<file path="config.mk">
export PLATFORM = sky130hd
export DESIGN_NAME = split_norm
export DESIGN_NICKNAME = d
export VERILOG_FILES = /design/src/rtl/split_norm_pkg.sv /design/src/rtl/split_norm_add.sv /design/src/rtl/split_norm.sv
export SDC_FILE = /design/constraint.sdc
export NUM_CORES = 1
export LEC_CHECK = 0
export CORE_MARGIN = 10
export CORE_UTILIZATION = 35
export CTS_BUF_LIST = sky130_fd_sc_hd__clkbuf_8 sky130_fd_sc_hd__clkbuf_16
export DETAILED_ROUTE_END_ITERATION = 7
export PLACE_DENSITY_LB_ADDON = 0.15
export SLEW_MARGIN = 20
export SYNTH_ARGS = -nofsm -noshare
export SYNTH_HDL_FRONTEND = slang
export SYNTH_SLANG_ARGS = --single-unit
</file>
<file path="constraint.sdc">
create_clock -name clk -period 3.08 [get_ports clk]
set_input_delay 0.616 -clock clk [delete_from_list [all_inputs] [get_ports clk]]
set_output_delay 0.616 -clock clk [all_outputs]
set_load 0.01 [all_outputs]
</file>
<file path="src/rtl/split_norm_pkg.sv">
// Shared constants and types for the split_norm digit normaliser.
// Holds the default digit width, carry width and FSM state encoding.
package split_norm_pkg;

  localparam int DW_DEFAULT = 4;
  localparam int CARRY_W    = 2;

  typedef enum logic {
    ST_RUN   = 1'b0,
    ST_FLUSH = 1'b1
  } state_e;

  // Output slot can take a new digit when empty or being drained this cycle.
  function automatic logic slot_free(input logic valid, input logic ready);
    return !valid || ready;
  endfunction

endpackage

</file>
<file path="src/rtl/split_norm_add.sv">
// Adds a zero-extended partial sum to the running carry and splits the
// result into a DW-bit digit and the carry into the next digit position.
module split_norm_add
  import split_norm_pkg::*;
#(
  parameter int DW = DW_DEFAULT
) (
  input  logic [DW:0]         data_i,
  input  logic [CARRY_W-1:0]  carry_i,
  output logic [DW-1:0]       digit_o,
  output logic [CARRY_W-1:0]  carry_o
);

  logic [DW+1:0] sum;

  // Max sum is (2^(DW+1)-1) + 2, so the upper two bits never exceed 2.
  assign sum     = {1'b0, data_i} + {{DW{1'b0}}, carry_i};
  assign digit_o = sum[DW-1:0];
  assign carry_o = sum[DW+1:DW];

endmodule

</file>
<file path="src/rtl/split_norm.sv">
// Streams partial sums of an operand (LS first) and emits normalised digits,
// appending one extra flush digit when the final beat leaves a carry.
module split_norm
  import split_norm_pkg::*;
#(
  parameter int DW = DW_DEFAULT
) (
  input  logic          clk,
  input  logic          rst,
  input  logic          in_valid,
  output logic          in_ready,
  input  logic [DW:0]   in_data,
  input  logic          in_last,
  output logic          out_valid,
  input  logic          out_ready,
  output logic [DW-1:0] out_data,
  output logic          out_last
);

  state_e               state_q, state_d;
  logic [CARRY_W-1:0]   carry_q, carry_d;
  logic                 out_valid_q, out_valid_d;
  logic [DW-1:0]        out_data_q, out_data_d;
  logic                 out_last_q, out_last_d;

  logic [DW-1:0]        add_digit;
  logic [CARRY_W-1:0]   add_carry;
  logic                 free;
  logic                 accept;

  split_norm_add #(.DW(DW)) u_add (
    .data_i  (in_data),
    .carry_i (carry_q),
    .digit_o (add_digit),
    .carry_o (add_carry)
  );

  assign free     = slot_free(out_valid_q, out_ready);
  assign in_ready = (state_q == ST_RUN) && free;
  assign accept   = in_valid && in_ready;

  always_comb begin
    state_d     = state_q;
    carry_d     = carry_q;
    out_valid_d = out_valid_q && !out_ready;
    out_data_d  = out_data_q;
    out_last_d  = out_last_q;
    unique case (state_q)
      ST_RUN: begin
        if (accept) begin
          out_valid_d = 1'b1;
          out_data_d  = add_digit;
          carry_d     = add_carry;
          out_last_d  = 1'b0;
          if (in_last) begin
            if (add_carry == '0) begin
              out_last_d = 1'b1;
            end else begin
              state_d = ST_FLUSH;
            end
          end
        end
      end
      ST_FLUSH: begin
        // Residual carry becomes the operand's most-significant digit.
        if (free) begin
          out_valid_d = 1'b1;
          out_data_d  = DW'(carry_q);
          out_last_d  = 1'b1;
          carry_d     = '0;
          state_d     = ST_RUN;
        end
      end
      default: begin
        state_d = ST_RUN;
      end
    endcase
  end

  always_ff @(posedge clk) begin
    if (rst) begin
      state_q     <= ST_RUN;
      carry_q     <= '0;
      out_valid_q <= 1'b0;
      out_data_q  <= '0;
      out_last_q  <= 1'b0;
    end else begin
      state_q     <= state_d;
      carry_q     <= carry_d;
      out_valid_q <= out_valid_d;
      out_data_q  <= out_data_d;
      out_last_q  <= out_last_d;
    end
  end

  assign out_valid = out_valid_q;
  assign out_data  = out_data_q;
  assign out_last  = out_last_q;

endmodule

</file>
==> impl_metrics.py, run 1 <==
metrics = {
    "power": {
        "seqPwrFrac_pct": 39.7,
        "p_int_mw": 0.246,
        "p_comb_share_pct": 19.3,
        "leakage_nw": 0.282,
        "power_mw": 0.323,
        "switching_share_pct": 24.0,
        "switchingPower_mw": 0.0776,
        "worst_ir_drop_vdd_uv": 312,
        "pwr-share-clk_pct": 41.0,
        "powerDensity_mw_per_mm2": 447,
    },
    "logic_synthesis": {
        "synth_top_cell_by_area": "dfxtp_1",
        "yosysSeqAreaShare_pct": 35.3,
        "synthCells": 59,
        "synth.most_common_cell": "nor2_1",
        "synth_seq_cells": 9,
        "synth_flop_cell": "dfxtp_1",
        "syn_nets": 72,
        "synthesis.area_sq_um": 510,
        "synth_common_cells": "11 x nor2_1, 9 x dfxtp_1, 5 x nand2_1",
        "postSynthAreaPerCell_sq_um": 8.65,
        "yosysWarnings": 0,
        "netlist.area_leader.share_pct": 35.3,
        "synth_cell_types": 27,
        "synth_edf_count": 0,
        "synthArstFlopShare_pct": 0,
        "synthTopCellsByArea": "dfxtp_1 35%, nor2_1 8.1%, ha_1 4.9%",
    },
    "placement": {
        "gp_congestion": 0.689,
        "io_buffer_count": 16,
        "dpl.hpwl_microns": 894,
    },
    "final_layout": {
        "num-nets-final": 91,
        "n_antenna_cell": 0,
        "area_growth_pct": 41.7,
        "drive_gt1_share_pct": 9.09,
    },
    "routing": {
        "dr.pass1.iters": 2,
        "route.vias.total": 450,
        "viasPerCell": 4.89,
        "final_antenna_net_count": 0,
        "wl_per_cell_microns": 12.3,
        "drc": 0,
        "drt-initial-drc-count": 4,
        "wirelength_mm": 1.13,
    },
    "setup_path": {
        "critical_path_peak_fanout": 6,
        "cp-end-kind": "primary output",
        "crit_arrival_ns": 1.86,
        "start_kind": "input port",
        "critPathKind": "input port to primary output",
        "required_ns": 2.46,
    },
    "job": {
        "maxCapViolations": 0,
    },
    "global_route": {
        "grt_pass1_vias": 462,
        "antenna_found_initial": 0,
        "gr-total-overflow": 0,
        "grt_max_degree": 10,
        "grt_pass1_wl_mm": 2.03,
        "track_usage_pct": 7.35,
    },
    "min_path": {
        "min-delay-path-class": "flop to flop",
    },
    "cts": {
        "postCtsSetupBuffers": 0,
        "clk_path_buf_depth": 2,
        "clock_sinks": 9,
        "clk_pin_slew_ns": 0.04,
        "cts_inserted_buffers": 3,
        "cts_resized": 0,
        "root_buffer": "clkbuf_8",
        "clk_latency_ns": 0.23,
        "cts_max_level": 1,
        "cts_tree": "yes",
        "cts_hold_buf": 0,
    },
    "sta": {
        "hold_violations": 0,
        "final-setup-viol-count": 0,
        "finalMaxSlewViolations": 0,
        "rsz0062_at_grt": "false",
        "post-route-min-period_ns": 2.47,
        "max-slew-margin-rel_pct": 76.8,
        "max_freq_ghz": 0.405,
        "worstMarginPinSlew_ns": 0.347,
        "period_share_pct": 80.3,
        "finClkSkew_ns": 0.000357,
        "final.setup.tns_ns": 0,
    },
    "floorplanning": {
        "row_count": 13,
        "die_area_sq_mm": 0.00339,
        "fp.dieH_microns": 58.2,
        "start_util_pct": 38.3,
        "die_w_microns": 58.2,
        "pin_count": 17,
        "core_area_sq_mm": 0.00133,
    },
    "run_status": {
        "outcome": "finished, final reports clean",
    },
}
[per-stage QoR]
| stage | util, % | hold WS, ns | area [sq um] | worst slack, ns | instances |
|---|---|---|---|---|---|
| after global routing | 54.2 | 0.486 | 723 | 0.539 | 92 |
| final | 54.2 | 0.456 | 723 | 0.608 | 92 |
| after floorplan | - | 0.476 | 510 | 1.06 | 59 |
| after CTS | 54.2 | 0.460 | 723 | 0.602 | 92 |
| after detailed placement | 50.8 | 0.450 | 678 | 0.479 | 88 |
| after global placement | 50.8 | 0.439 | 678 | 0.495 | 88 |
[critical path, cell delays in order]
cell	delay [ns]
clkdlybuf4s50_1	0.41
nor2b_2	0.27
nor2_1	0.07
clkdlybuf4s50_1	0.49
[flip-flops by register name (all words and copies together), names as in the netlist]
register	flops
out_last	1
carry_q	2
state_q	1
out_data	4
out_valid	1
[layout make-up]
| cell class | count | area (sq um) |
|---|---|---|
| clock buffers | 3 | 41.3 |
| clock inverters | 1 | 3.75 |
| fillers | 137 | 611 |
| inverters | 4 | 15.0 |
| multi-input cells | 44 | 304 |
| flip-flops and latches | 9 | 180 |
| well taps | 15 | 18.8 |
| repair buffers | 16 | 160 |
[power groups by stage]
stage	sequential (mW)	clock [mW]	combinational [mW]
after global placement	0.130	0	0.0629
after global routing	0.129	0.142	0.0695
after detailed placement	0.130	0	0.0628
after CTS	0.128	0.136	0.0636
final	0.128	0.133	0.0625
after floorplan	0.132	0	0.0294
[worst paths after layout]
check | endpoint | slack (ns) | start | cells after the start
max | in_ready | 0.61 | out_ready | 4
min | out_data[3] | 0.46 | out_data[3] | 2
max reg2reg | out_last | 1.19 | carry_q[0] | 7
min reg2reg | out_data[3] | 0.46 | out_data[3] | 2
[layer usage]
metal	track usage, %	vias to the layer above	routed length, microns
li1	-	236	-
met1	7.87	202	482
met2	11.3	10	519
met3	5.23	2	117
met4	2.01	0	10
met5	0	-	0
[kinds of logic (layout without fill, tap and decap cells)]
kind of cell / Yosys count / in the layout / synth area share, %
AOI/OAI and AO/OA: 13 / 13 / 18.9
DFF: 9 / 9 / 35.3
buffers and inverters: 6 / 24 / 5.15
and+or+nand+nor: 25 / 25 / 26.5
muxes: 1 / 1 / 1.96
adders and majority gates: 3 / 3 / 8.82
xor gates and xnor gates: 2 / 2 / 3.43
[placed cells by master (no fill, tap or decap), types with 2 or more instances in the layout]
cell type / netlist / routed
a22oi_1: 3 / 3
o21ai_1: 2 / 2
clkbuf_8: 0 / 3
a21oi_1: 3 / 3
inv_1: 4 / 5
nor2_1: 11 / 11
nand2_1: 5 / 5
clkdlybuf4s50_1: 0 / 16
ha_1: 2 / 2
dfxtp_1: 9 / 9
nor3_1: 2 / 2
No activity file was read; power rests on OpenSTA's default activity.
==> run 2, diff against run 1 <==
Clock period 3.08 ns to 2.37 ns, I/O delays scaled along.
==> impl_metrics.py, run 2 (synthesis results as in run 1) <==
metrics = {
    "run_status": {
        "outcome": "finished, final reports clean",
    },
    "floorplanning": {
        "fp.dieH_microns": 58.2,
        "core_area_sq_mm": 0.00133,
        "row_count": 13,
        "die_area_sq_mm": 0.00339,
        "die_w_microns": 58.2,
        "pin_count": 17,
        "start_util_pct": 38.3,
    },
    "final_layout": {
        "fillers": 127,
        "final_cell_mix": "16 x clkdlybuf4s50_1, 11 x nor2_1, 9 x dfxtp_1",
        "n_antenna_cell": 0,
        "area_growth_pct": 46.1,
        "final_common_cell": "clkdlybuf4s50_1",
        "largest_reg_flops": 4,
        "final_cell_area_sq_um": 746,
        "drive_gt1_share_pct": 12.5,
        "num-nets-final": 94,
    },
    "sta": {
        "final-setup-viol-count": 0,
        "finClkSkew_ns": 0.00415,
        "max-slew-margin-rel_pct": 74.9,
        "finalWorstSetupSlack_ns": 0.180,
        "worstMarginPinSlew_ns": 0.376,
        "finalMaxSlewViolations": 0,
        "final.setup.tns_ns": 0,
        "hold_violations": 0,
        "max_freq_ghz": 0.457,
        "post-route-min-period_ns": 2.19,
        "rsz0062_at_grt": "false",
        "period_share_pct": 92.4,
    },
    "global_route": {
        "track_usage_pct": 7.27,
        "antenna_found_initial": 0,
        "grt_pass1_wl_mm": 1.94,
        "gr-total-overflow": 0,
        "grt_pass1_vias": 435,
        "grt_max_degree": 10,
    },
    "cts": {
        "postCtsSetupBuffers": 0,
        "clock_sinks": 9,
        "cts_hold_buf": 0,
        "clk_pin_slew_ns": 0.05,
        "cts_tree": "yes",
        "cts_inserted_buffers": 3,
        "clk_latency_ns": 0.23,
        "cts_resized": 0,
        "root_buffer": "clkbuf_8",
        "cts_max_level": 1,
        "clk_path_buf_depth": 2,
    },
    "setup_path": {
        "start_kind": "input port",
        "crit_arrival_ns": 1.72,
        "critical_path_peak_fanout": 6,
        "r2r_slack_ns": 0.58,
        "cp-end-kind": "primary output",
        "required_ns": 1.90,
        "cp-endpoint": "in_ready",
        "critPathKind": "input port to primary output",
        "r2r_end": "out_last",
        "critPathLaunch": "out_ready",
        "timing.rr.start": "carry_q[0]",
        "reg2reg_depth": 7,
    },
    "routing": {
        "drc": 0,
        "final_antenna_net_count": 0,
        "dr.pass1.iters": 3,
        "drt-initial-drc-count": 11,
        "wl_per_cell_microns": 12.3,
        "wirelength_mm": 1.17,
        "viasPerCell": 4.83,
        "route.vias.total": 459,
    },
    "placement": {
        "post_dp_cell_area_sq_um": 701,
        "pre_cts_slack_ns": 0.0217,
        "gp_congestion": 0.747,
        "io_buffer_count": 16,
        "dpl.hpwl_microns": 898,
    },
    "power": {
        "p_int_mw": 0.321,
        "p_comb_share_pct": 19.5,
        "powerDensity_mw_per_mm2": 568,
        "seqPwrFrac_pct": 39.4,
        "pwr-share-clk_pct": 41.1,
        "switchingPower_mw": 0.103,
        "leakage_nw": 0.297,
        "worst_ir_drop_vdd_uv": 325,
        "switching_share_pct": 24.3,
    },
    "job": {
        "maxCapViolations": 0,
    },
    "min_path": {
        "min-delay-path-class": "flop to flop",
    },
}
==> run 2: worst min-delay path by stage <==
stage / from / end / slack [ns] / cells after the start
2_1_floorplan: out_data[1] / out_data[1] / 0.48 / 2
6_report: out_data[1] / out_data[1] / 0.45 / 2
4_1_cts: out_data[1] / out_data[1] / 0.45 / 2
3_5_place_dp: out_data[1] / out_data[1] / 0.45 / 2
5_1_grt: out_data[1] / out_data[1] / 0.47 / 2
3_3_place_gp: out_data[1] / out_data[1] / 0.44 / 2
==> run 2: area by class of cell <==
type	instances	area, sq um	area share (%)
Sequential cell	9	180	24.2
Clock buffer	3	41.3	5.54
Clock inverter	1	3.75	0.503
Multi-Input combinational cell	44	304	40.8
Tap cell	15	18.8	2.52
Timing Repair Buffer	19	183	24.5
Inverter	4	15.0	2.01
==> run 2: worst max-delay path, stage by stage <==
cell and delay (ns):
clkdlybuf4s50_1 0.42, nor2b_2 0.27, nor2_1 0.07, clkdlybuf4s50_1 0.49
==> run 2: power groups by stage <==
stage	Sequential (mW)	Combinational, mW	Clock [mW]
2_1_floorplan	0.172	0.0382	0
3_3_place_gp	0.169	0.0829	0
3_5_place_dp	0.170	0.0830	0
4_1_cts	0.167	0.0842	0.180
5_1_grt	0.168	0.0910	0.188
6_report	0.167	0.0826	0.174
==> run 2: routing by layer <==
layer  up-vias  global-route usage, %  share of wire (%)
met5         -                      0                  0
met4         0                   2.01               0.86
met3         2                   5.88                 11
met2        12                   10.9                 44
met1       200                   7.64                 44
li1        245                      -                  -
==> run 2: per-stage QoR <==
stage	std cells	hold slack (ns)	util [%]	total power, mW
after floorplan	59	0.476	-	0.210
after global placement	91	0.438	52.5	0.252
after detailed placement	91	0.448	52.5	0.253
after CTS	95	0.454	55.9	0.431
after global routing	95	0.473	55.9	0.447
final	95	0.452	55.9	0.424
==> run 3, diff against run 2 <==
Settings changed: CELL_PAD_IN_SITES_DETAIL_PLACEMENT set to 1, CELL_PAD_IN_SITES_GLOBAL_PLACEMENT set to 1, CORE_UTILIZATION 35 to 31, GPL_TIMING_DRIVEN set to 0.
==> impl_metrics.py, run 3 (synthesis results as in run 1) <==
metrics = {
    "run_status": {
        "outcome": "finished, final reports clean",
    },
    "placement": {
        "io_buffer_count": 15,
        "gp_congestion": 0.709,
        "dpl.hpwl_mm": 1.05,
    },
    "sta": {
        "period_share_pct": 95.2,
        "rsz0062_at_grt": "false",
        "worstMarginPinSlew_ns": 0.425,
        "finClkSkew_ns": 0.00170,
        "final.setup.tns_ns": 0,
        "post-route-min-period_ns": 2.26,
        "hold_violations": 0,
        "final-setup-viol-count": 0,
        "finalMaxSlewViolations": 0,
        "max_freq_ghz": 0.443,
        "max-slew-margin-rel_pct": 71.7,
    },
    "setup_path": {
        "start_kind": "input port",
        "slowest_delay_ns": 0.47,
        "crit_arrival_ns": 2.41,
        "r2r_end": "out_last",
        "critPathKind": "input port to flop",
        "cp-end-kind": "flop",
        "timing.rr.start": "carry_q[0]",
        "critical_path_peak_fanout": 3,
        "reg2reg_depth": 7,
        "slowest_stage": "clkdlybuf4s50_1",
        "critPathLaunch": "in_data[0]",
        "r2r_slack_ns": 0.47,
        "crit_chain": "clkdlybuf4s50_1 > ha_1 > inv_1 > fa_1 > and3b_1 > and3_1 > o21ai_1 > a211oi_2",
        "required_ns": 2.52,
        "cp-endpoint": "out_last",
    },
    "global_route": {
        "antenna_found_initial": 0,
        "grt_max_degree": 10,
        "grt_pass1_wl_mm": 2.28,
        "gr-total-overflow": 0,
        "track_usage_pct": 8.40,
        "grt_pass1_vias": 533,
    },
    "final_layout": {
        "final_util_pct": 47.6,
        "area_growth_pct": 42.2,
        "multi_input_area_sq_um": 304,
        "num-nets-final": 92,
        "n_antenna_cell": 0,
        "largest_reg_flops": 4,
        "regArea_sq_um": 180,
        "final_common_cell": "clkdlybuf4s50_1",
        "final_cell_mix": "15 x clkdlybuf4s50_1, 11 x nor2_1, 9 x dfxtp_1",
        "drive_gt1_share_pct": 10.3,
        "fillers": 190,
    },
    "power": {
        "worst_ir_drop_vdd_uv": 384,
        "leakage_nw": 0.284,
        "powerDensity_mw_per_mm2": 586,
        "power_mw": 0.425,
    },
    "cts": {
        "clk_path_buf_depth": 2,
        "clk_pin_slew_ns": 0.05,
        "postCtsSetupBuffers": 0,
        "cts_tree": "yes",
        "cts_inserted_buffers": 3,
        "cts_resized": 0,
        "clock_sinks": 9,
        "cts_max_level": 1,
        "cts_hold_buf": 0,
        "clk_latency_ns": 0.23,
        "root_buffer": "clkbuf_8",
    },
    "min_path": {
        "min-delay-path-class": "flop to flop",
        "hold_depth": 2,
    },
    "job": {
        "maxCapViolations": 0,
    },
    "routing": {
        "drc": 0,
        "route.vias.total": 480,
        "dr.pass1.iters": 1,
        "final_antenna_net_count": 0,
        "viasPerCell": 5.11,
        "drt-initial-drc-count": 0,
        "wl_per_cell_microns": 14.0,
        "wirelength_mm": 1.31,
    },
    "floorplanning": {
        "fp.dieH_microns": 60.6,
        "row_count": 14,
        "start_util_pct": 33.5,
        "pin_count": 17,
        "die_w_microns": 60.6,
        "die_area_sq_mm": 0.00367,
        "core_area_sq_mm": 0.00152,
    },
}
==> run 3: changes by cell type in the layout (fill, tap and decap cells not counted), sizes merged <==
| cell | delta |
|---|---|
| clkdlybuf4s50 | -1 |
| buf | -1 |
==> run 3: worst max-delay path, delay by kind of cell <==
kind	cells	cell delay, ns
adder cells (fa/ha/maj)	2	0.62
buffers and inverters	2	0.54
AO/OA/AOI/OAI	2	0.31
AND/OR/NAND/NOR	2	0.47
==> run 3: power breakdown <==
part	total [mW]	switching, mW	internal (mW)
Sequential	0.166	0.00424	0.161
Clock	0.176	0.0627	0.113
Combinational	0.0840	0.0390	0.0450
==> run 3: how the worst min path moves through the flow <==
stage / start / end / slack [ns]
6_report: out_data[1] / out_data[1] / 0.45
5_1_grt: out_data[1] / out_data[1] / 0.49
4_1_cts: out_data[3] / out_data[3] / 0.46
3_5_place_dp: out_data[3] / out_data[3] / 0.45
3_3_place_gp: out_data[1] / out_data[1] / 0.44
2_1_floorplan: out_data[1] / out_data[1] / 0.48
==> run 3: final cells by class <==
| class | count | area share [%] |
|---|---|---|
| sequential | 9 | 24.8 |
| multi-input combinational | 44 | 41.9 |
| buffer | 2 | 1.55 |
| clock buffer | 3 | 5.69 |
| inverter | 4 | 2.07 |
| clock inverter | 1 | 0.517 |
| tap | 16 | 2.76 |
| timing repair buffer | 15 | 20.7 |
==> run 3: metrics by stage <==
step / worst slack (ns) / instance area (sq um) / std cells / hold slack (ns)
final: 0.114 / 726 / 94 / 0.449
after global routing: 0.0226 / 726 / 94 / 0.491
after CTS: 0.0933 / 726 / 94 / 0.456
after detailed placement: -0.151 / 681 / 90 / 0.447
after global placement: -0.115 / 681 / 90 / 0.441
after floorplan: 0.492 / 510 / 59 / 0.476
==> run 3: metal layers <==
layer	up-vias	part of all wire, %	track usage [%]
met3	5	11	6.26
met5	-	0	0
met1	221	39	7.42
li1	240	-	-
met4	0	1.3	3.76
met2	14	48	14.1
